## src/rtl/parameters_pkg.sv

```systemverilog
// Shared constants and types for the SAR conversion sequencer.
// The optional comparator timeout is enabled with SAR_CTRL_TIMEOUT_EN.
package parameters_pkg;

  localparam int num_bits           = 8;
  localparam int SAMPLE_CYCLES_DEF  = 4;
  localparam int SETTLE_CYCLES_DEF  = 2;
  localparam int TIMEOUT_CYCLES_DEF = 16;

  typedef enum logic [2:0] {
    IDLE    = 3'd0,
    SAMPLE  = 3'd1,
    SETTLE  = 3'd2,
    COMPARE = 3'd3,
    DONE    = 3'd4
  } sar_state_t;

  // A phase of N cycles runs the down-counter from N-1 to zero.
  function automatic logic [7:0] wait_load(input int cycles);
    return (cycles <= 1) ? 8'd0 : 8'(cycles - 1);
  endfunction

endpackage

```

## src/rtl/sar_conv_ctrl_if.sv

```systemverilog
// Request/analog-front-end bundle of the SAR sequencer; slave = sequencer side.
// timeout_err is present only when SAR_CTRL_TIMEOUT_EN is defined.
interface sar_conv_ctrl_if #(
  parameter int NUM_BITS = parameters_pkg::num_bits
);
  logic                start;
  logic                comp_out;
  logic                comp_valid;
  logic                sample_en;
  logic                comp_strobe;
  logic [NUM_BITS-1:0] dac_code;
  logic [NUM_BITS-1:0] dout;
  logic                dout_valid;
  logic                ready;
  logic                overrun;
`ifdef SAR_CTRL_TIMEOUT_EN
  logic                timeout_err;
`endif

  modport master (
    output start, comp_out, comp_valid,
`ifdef SAR_CTRL_TIMEOUT_EN
    input  timeout_err,
`endif
    input  sample_en, comp_strobe, dac_code, dout, dout_valid, ready, overrun
  );

  modport slave (
    input  start, comp_out, comp_valid,
`ifdef SAR_CTRL_TIMEOUT_EN
    output timeout_err,
`endif
    output sample_en, comp_strobe, dac_code, dout, dout_valid, ready, overrun
  );

endinterface

```

## src/rtl/sar_ctrl_wait_cnt.sv

```systemverilog
// 8-bit loadable down-counter with zero flag, shared by the sample,
// settle and comparator-timeout phases of the SAR sequencer.
module sar_ctrl_wait_cnt (
  input  logic       clk_1GHz,
  input  logic       reset,
  input  logic       load_i,
  input  logic [7:0] load_val_i,
  output logic       zero_o
);

  logic [7:0] cnt_q, cnt_d;

  always_comb begin
    cnt_d = cnt_q;
    if (load_i) begin
      cnt_d = load_val_i;
    end else if (cnt_q != 8'd0) begin
      cnt_d = cnt_q - 8'd1;
    end
  end

  always_ff @(posedge clk_1GHz) begin
    if (reset) begin
      cnt_q <= 8'd0;
    end else begin
      cnt_q <= cnt_d;
    end
  end

  assign zero_o = (cnt_q == 8'd0);

endmodule

```

## src/rtl/sar_conv_ctrl.sv

```systemverilog
// SAR ADC conversion sequencer: sample, MSB-to-LSB bit trials, one-cycle dout_valid.
// Define SAR_CTRL_TIMEOUT_EN to bound each comparator wait by TIMEOUT_CYCLES.
module sar_conv_ctrl
  import parameters_pkg::*;
#(
  parameter int NUM_BITS       = num_bits,
  parameter int SAMPLE_CYCLES  = SAMPLE_CYCLES_DEF,
  parameter int SETTLE_CYCLES  = SETTLE_CYCLES_DEF,
  parameter int TIMEOUT_CYCLES = TIMEOUT_CYCLES_DEF
) (
  input logic            clk_1GHz,
  input logic            reset,
  sar_conv_ctrl_if.slave bus
);

  localparam int IDX_W = $clog2(NUM_BITS);
  localparam logic [IDX_W-1:0] MSB_IDX     = IDX_W'(NUM_BITS - 1);
  localparam logic [7:0]       SAMPLE_LOAD = wait_load(SAMPLE_CYCLES);
  localparam logic [7:0]       SETTLE_LOAD = wait_load(SETTLE_CYCLES);
  localparam logic [7:0]       TMO_LOAD    = wait_load(TIMEOUT_CYCLES);
  // With no settle time a new bit goes straight to its comparison.
  localparam sar_state_t       BIT_ENTRY   = (SETTLE_CYCLES == 0) ? COMPARE : SETTLE;

  function automatic logic [NUM_BITS-1:0] onehot(input logic [IDX_W-1:0] i);
    logic [NUM_BITS-1:0] v;
    v    = '0;
    v[i] = 1'b1;
    return v;
  endfunction

  sar_state_t          state_q, state_d;
  logic [IDX_W-1:0]    idx_q, idx_d;
  logic [NUM_BITS-1:0] code_q, code_d;
  logic [NUM_BITS-1:0] dout_q, dout_d;
  logic [NUM_BITS-1:0] resolved;
  logic                sample_en_q, sample_en_d;
  logic                comp_strobe_q, comp_strobe_d;
  logic                dout_valid_q, dout_valid_d;
  logic                ready_q, ready_d;
  logic                cnt_load;
  logic [7:0]          cnt_val;
  logic                cnt_zero;
  logic                in_cmp;
  logic                tmo_hit;
  logic                resolve;
  logic                enter_cmp;
`ifdef SAR_CTRL_TIMEOUT_EN
  logic                tmo_err_q, tmo_err_d;
`endif

  sar_ctrl_wait_cnt u_wait_cnt (
    .clk_1GHz   (clk_1GHz),
    .reset      (reset),
    .load_i     (cnt_load),
    .load_val_i (cnt_val),
    .zero_o     (cnt_zero)
  );

  // Bit decision: a real comparator answer wins over a same-cycle timeout.
  always_comb begin
    in_cmp = (state_q == COMPARE);
`ifdef SAR_CTRL_TIMEOUT_EN
    tmo_hit = in_cmp & cnt_zero & ~bus.comp_valid;
`else
    tmo_hit = 1'b0;
`endif
    resolve  = in_cmp & (bus.comp_valid | tmo_hit);
    resolved = (bus.comp_valid & bus.comp_out) ? code_q : (code_q & ~onehot(idx_q));
  end

  always_ff @(posedge clk_1GHz) begin
    if (reset) begin
      state_q <= IDLE;
    end else begin
      state_q <= state_d;
    end
  end

  always_comb begin
    state_d = state_q;
    unique case (state_q)
      IDLE:    if (bus.start) state_d = SAMPLE;
      SAMPLE:  if (cnt_zero) state_d = BIT_ENTRY;
      SETTLE:  if (cnt_zero) state_d = COMPARE;
      COMPARE: if (resolve) state_d = (idx_q != '0) ? BIT_ENTRY : DONE;
      DONE:    state_d = bus.start ? SAMPLE : IDLE;
      default: state_d = IDLE;
    endcase

    // COMPARE re-enters itself for the next bit when there is no settle phase.
    enter_cmp = (state_d == COMPARE) && (!in_cmp || resolve);

    // The timeout preload is harmless when the timeout build is off: nothing watches it.
    cnt_load = 1'b1;
    cnt_val  = TMO_LOAD;
    if (state_d == SAMPLE && state_q != SAMPLE) begin
      cnt_val = SAMPLE_LOAD;
    end else if (state_d == SETTLE && state_q != SETTLE) begin
      cnt_val = SETTLE_LOAD;
    end else if (!enter_cmp) begin
      cnt_load = 1'b0;
    end
  end

  always_comb begin
    sample_en_d   = (state_d == SAMPLE);
    comp_strobe_d = enter_cmp;
    dout_valid_d  = (state_d == DONE);
    ready_d       = (state_d == IDLE) || (state_d == DONE);
    code_d        = code_q;
    idx_d         = idx_q;
    dout_d        = dout_q;

    if (state_d == SAMPLE && state_q != SAMPLE) begin
      code_d = '0;
    end else if (state_q == SAMPLE && state_d != SAMPLE) begin
      code_d = onehot(MSB_IDX);
      idx_d  = MSB_IDX;
    end else if (resolve) begin
      if (idx_q != '0) begin
        code_d = resolved | onehot(idx_q - 1'b1);
        idx_d  = idx_q - 1'b1;
      end else begin
        dout_d = resolved;
      end
    end

`ifdef SAR_CTRL_TIMEOUT_EN
    tmo_err_d = tmo_err_q;
    if (bus.start && (state_q == IDLE || state_q == DONE)) tmo_err_d = 1'b0;
    if (tmo_hit) tmo_err_d = 1'b1;
`endif
  end

  always_ff @(posedge clk_1GHz) begin
    if (reset) begin
      idx_q         <= '0;
      code_q        <= '0;
      dout_q        <= '0;
      sample_en_q   <= 1'b0;
      comp_strobe_q <= 1'b0;
      dout_valid_q  <= 1'b0;
      ready_q       <= 1'b1;
`ifdef SAR_CTRL_TIMEOUT_EN
      tmo_err_q     <= 1'b0;
`endif
    end else begin
      idx_q         <= idx_d;
      code_q        <= code_d;
      dout_q        <= dout_d;
      sample_en_q   <= sample_en_d;
      comp_strobe_q <= comp_strobe_d;
      dout_valid_q  <= dout_valid_d;
      ready_q       <= ready_d;
`ifdef SAR_CTRL_TIMEOUT_EN
      tmo_err_q     <= tmo_err_d;
`endif
    end
  end

  assign bus.sample_en   = sample_en_q;
  assign bus.comp_strobe = comp_strobe_q;
  assign bus.dac_code    = code_q;
  assign bus.dout        = dout_q;
  assign bus.dout_valid  = dout_valid_q;
  assign bus.ready       = ready_q;
  // Overrun flags the very cycle the rejected request is seen, so it is not delayed a clock.
  assign bus.overrun     = bus.start & ~ready_q & ~reset;
`ifdef SAR_CTRL_TIMEOUT_EN
  assign bus.timeout_err = tmo_err_q;
`endif

endmodule

```

## src/flat_wrapper.sv

```systemverilog
// flat-port wrapper written by rule: the top's interface ports become plain ports
module sar_conv_ctrl_flat import parameters_pkg::*;
#(
  parameter int NUM_BITS       = num_bits,
  parameter int SAMPLE_CYCLES  = SAMPLE_CYCLES_DEF,
  parameter int SETTLE_CYCLES  = SETTLE_CYCLES_DEF,
  parameter int TIMEOUT_CYCLES = TIMEOUT_CYCLES_DEF
)
  (clk_1GHz, reset, bus_start, bus_comp_out, bus_comp_valid, bus_sample_en, bus_comp_strobe, bus_dac_code, bus_dout, bus_dout_valid, bus_ready, bus_overrun);
  sar_conv_ctrl_if #(.NUM_BITS(NUM_BITS)) bus_i ();
  input logic clk_1GHz;
  input logic reset;
  input wire logic [$bits(bus_i.start)-1:0] bus_start;
  input wire logic [$bits(bus_i.comp_out)-1:0] bus_comp_out;
  input wire logic [$bits(bus_i.comp_valid)-1:0] bus_comp_valid;
  output wire logic [$bits(bus_i.sample_en)-1:0] bus_sample_en;
  output wire logic [$bits(bus_i.comp_strobe)-1:0] bus_comp_strobe;
  output wire logic [$bits(bus_i.dac_code)-1:0] bus_dac_code;
  output wire logic [$bits(bus_i.dout)-1:0] bus_dout;
  output wire logic [$bits(bus_i.dout_valid)-1:0] bus_dout_valid;
  output wire logic [$bits(bus_i.ready)-1:0] bus_ready;
  output wire logic [$bits(bus_i.overrun)-1:0] bus_overrun;
  assign bus_i.start = bus_start;
  assign bus_i.comp_out = bus_comp_out;
  assign bus_i.comp_valid = bus_comp_valid;
  assign bus_sample_en = bus_i.sample_en;
  assign bus_comp_strobe = bus_i.comp_strobe;
  assign bus_dac_code = bus_i.dac_code;
  assign bus_dout = bus_i.dout;
  assign bus_dout_valid = bus_i.dout_valid;
  assign bus_ready = bus_i.ready;
  assign bus_overrun = bus_i.overrun;
  sar_conv_ctrl #(.NUM_BITS(NUM_BITS), .SAMPLE_CYCLES(SAMPLE_CYCLES), .SETTLE_CYCLES(SETTLE_CYCLES), .TIMEOUT_CYCLES(TIMEOUT_CYCLES)) u_core (.clk_1GHz(clk_1GHz), .reset(reset), .bus(bus_i));
endmodule
```

## config.mk

```make
export PLATFORM = sky130hd
export DESIGN_NAME = sar_conv_ctrl_flat
export DESIGN_NICKNAME = d
export VERILOG_FILES = /design/src/rtl/parameters_pkg.sv /design/src/rtl/sar_conv_ctrl_if.sv /design/src/rtl/sar_ctrl_wait_cnt.sv /design/src/rtl/sar_conv_ctrl.sv /design/src/flat_wrapper.sv
export SDC_FILE = /design/constraint.sdc
export NUM_CORES = 1
export LEC_CHECK = 0
export CORE_UTILIZATION = 55
export DETAILED_ROUTE_END_ITERATION = 6
export DONT_BUFFER_PORTS = 1
export GPL_TIMING_DRIVEN = 0
export PLACE_DENSITY = 0.73
export REMOVE_ABC_BUFFERS = 1
export SLEW_MARGIN = 0
export SYNTH_ARGS = -nofsm -noshare
export SYNTH_HDL_FRONTEND = slang
export SYNTH_SLANG_ARGS = --single-unit
```

## constraint.sdc

```tcl
create_clock -name clk_1GHz -period 1.8 [get_ports clk_1GHz]
set_clock_uncertainty 0.1 [all_clocks]
set_input_delay 0.18 -clock clk_1GHz [delete_from_list [all_inputs] [get_ports clk_1GHz]]
set_output_delay 0.18 -clock clk_1GHz [all_outputs]
set_load 0.05 [all_outputs]
```

==> results.yml <==
status:
  outcome: "finished with violations"
  failed_checks: "negative hold slack, negative setup slack"
floorplanning:
  coreArea_um2: 2760
  die_w_um: 56.0
  num_rows: 19
  die-area_um2: 3130
  io_pins: 26
  die_height_um: 56.0
  start_util_pct: 58.1
sta:
  slew_headroom_pct: 41.4
  timing.final.crit_share_pct: 105
  setup_ws_ps: -91.5
  maxSlewViolCount: 0
  hold_viol_final: 1
  rsz0062_at_grt: "yes"
  period_minus_slack_ps: 1890
  max_freq_mhz: 529
  setup_violations: 5
  whs_ps: -3.45
  worstMarginPinSlew_ps: 876
  fin_setup_tns_ps: -293
worst_hold_path:
  hold_end: "u_core.u_wait_cnt.cnt_q[5]"
  hold_path_startpoint: "reset"
  min_path_type: "in -> reg"
  holdPathStages: 3
detailed_routing:
  wl_per_cell_um: 17.8
  ant_nets: 0
  drt_first_pass_iters: 6
  totalWireLength_um: 4140
  drtIter0Drc: 92
  viasPerCell: 6.66
  drc: 0
  routed-via-count: 1552
grt:
  grt_pass1_wl_um: 6630
  grt_usage_pct: 27.5
  grt.overflow.total: 0
  first_global_vias: 1422
  grt_start_max_net_pins: 25
  antenna_found_initial: 0
critical_path:
  r2r_start: "u_core.u_wait_cnt.cnt_q[5]"
  worst-path-max-fanout: 4
  reg2reg_to: "u_core.u_wait_cnt.cnt_q[7]"
  startpoint_type: "flop"
  reg2regPathDepth: 4
  r2r_setup_slack_ps: -90
  crit_path_end_kind: "flop"
  crit_start: "u_core.u_wait_cnt.cnt_q[5]"
  required_ps: 1930
  worstPathArrival_ps: 2020
  critPathKind: "reg -> reg"
logic_synthesis:
  ys_top_cells_by_area: "dfxtp_1 (43%), a21oi_1 (6.9%), nand2_1 (4.9%), nand3_1 (3.4%), nor2_1 (3.0%)"
  yosys.area.top_type_share_pct: 42.5
  ys_ff_latch: 34
  syn_inst: 188
  yosysUniqueCellTypes: 41
  yosysSeqAreaShare_pct: 42.5
  async_flop_share_pct: 0
  netlist_top_cells_count: "dfxtp_1 (34), a21oi_1 (22), nand2_1 (21)"
  yosys_warnings: 0
  synth_edf_count: 0
  synth_ff_type: "dfxtp_1"
  yosysTopAreaCell: "dfxtp_1"
  synth.avg_cell_area_um2: 8.52
  yosysMostFrequentCell: "dfxtp_1"
  syn-cell-area_um2: 1600
power_and_ir_drop:
  peakVddDrop_v: 0.00156
  p_per_area_nw_per_um2: 1800
  leakage_nw: 0.648
place:
  place_area_um2: 1610
  port_buffers: 0
  hpwl_um: 2650
  gp_congestion: 0.905
clocking:
  clock_latency_ps: 340
  cts_buffer_depth: 2
  cts_tree: "yes"
  cts_max_level: 2
  numCtsBuffers: 5
  cts.sinks: 34
  path_clk_slew_ps: 100
  cts_root_buf: "clkbuf_4"
run:
  maxCapViolations: 0
final_layout:
  antenna_cells: 0
  n_fill_cell: 222
  stdcell_area_um2: 1900
  areaGrowthSynthToFinish_pct: 18.8
  drive_gt1_share_pct: 24.3
  nets: 209
  final_util_pct: 69.0
[metal layers]
| layer | vias to the layer above | global-route usage (%) | wire length, µm |
|---|---|---|---|
| li1 | 723 | - | - |
| met3 | 16 | 6.05 | 458 |
| met2 | 107 | 38.6 | 1890 |
| met5 | - | 0 | 0 |
| met1 | 706 | 39.3 | 1690 |
| met4 | 0 | 14.6 | 112 |
[cells by family after synthesis]
group	count (synthesis)	share of synthesized area [%]
buf+inv	12	3.75
simple gates	82	28.3
xor+xnor	6	3.28
compound gates	48	18.0
flops	34	42.5
fa+ha+maj	3	2.34
mux	3	1.88
[registers in the layout (all words and copies together), names as in the netlist]
signal	count
u_core.idx_q	3
u_core.bus.dac_code	8
u_core.bus.ready	1
u_core.bus.sample_en	1
u_core.bus.dout_valid	1
u_core.bus.dout	8
u_core.bus.comp_strobe	1
u_core.state_q	3
u_core.u_wait_cnt.cnt_q	8
[cell type report]
cell class	count	area, µm²	area share, %
sequential	34	696	36.6
clock inverter	3	45.0	2.37
multi-input combinational	142	966	50.8
clock buffer	5	37.5	1.97
tap	31	38.8	2.04
timing repair buffer	12	95.1	5.00
inverter	6	25.0	1.31
[per-stage QoR]
| stage | cells | hold slack (ps) | worst slack, ps | power, mW |
|---|---|---|---|---|
| CTS | 225 | -234 | -76.0 | 3.21 |
| floorplan | 182 | 149 | -163 | 2.12 |
| global route | 233 | 1.47 | -173 | 3.65 |
| finish | 233 | -3.45 | -91.5 | 3.43 |
| detailed placement | 213 | 155 | -386 | 2.38 |
| global placement | 213 | 153 | -281 | 2.33 |
[worst max-delay path, cell delays in order (launching register included)]
cell and delay (ps):
dfxtp_2 360, or4_4 570, or4_4 550, nand4b_1 120, mux2i_1 80
[cells in the final DEF, fill, tap and decap left out, types with 3 or more instances in the layout]
cell / n
xnor2_1: 4
nand4_1: 5
nor3_1: 4
nor2_1: 12
nand2_1: 20
dfxtp_1: 26
o31ai_1: 4
nand3_1: 11
dfxtp_2: 6
a21oi_1: 21
nand4b_1: 4
o21ai_0: 7
clkbuf_4: 5
buf_4: 10
mux2i_1: 3
[repair_timing]
item | in CTS | in global routing
endpoints found under the hold margin | 27 | 23
setup endpoints to repair | 35 | 26
gates resized for setup | 21 | 15
setup buffers | 4 | 6
pin swaps | 2 | 3
[power by group]
group          switching, mW  internal, mW  total, mW  leakage, nW
clock network          0.267         0.291      0.558       0.0374
logic                  0.910         0.760       1.67        0.330
registers              0.293         0.911       1.20        0.280
total                   1.47          1.96       3.43        0.648
[worst max path at each step]
stage                                 endpoint  depth (start not counted)  slack (ps)
floorplan                          bus_overrun                          1        -160
global placement          u_core.bus.sample_en                          6        -280
detailed placement        u_core.bus.sample_en                          6        -390
CTS                 u_core.u_wait_cnt.cnt_q[7]                          4         -80
global route        u_core.u_wait_cnt.cnt_q[7]                          6        -170
finish              u_core.u_wait_cnt.cnt_q[7]                          4         -90
Note: power is estimated with default switching activity, not from simulation.
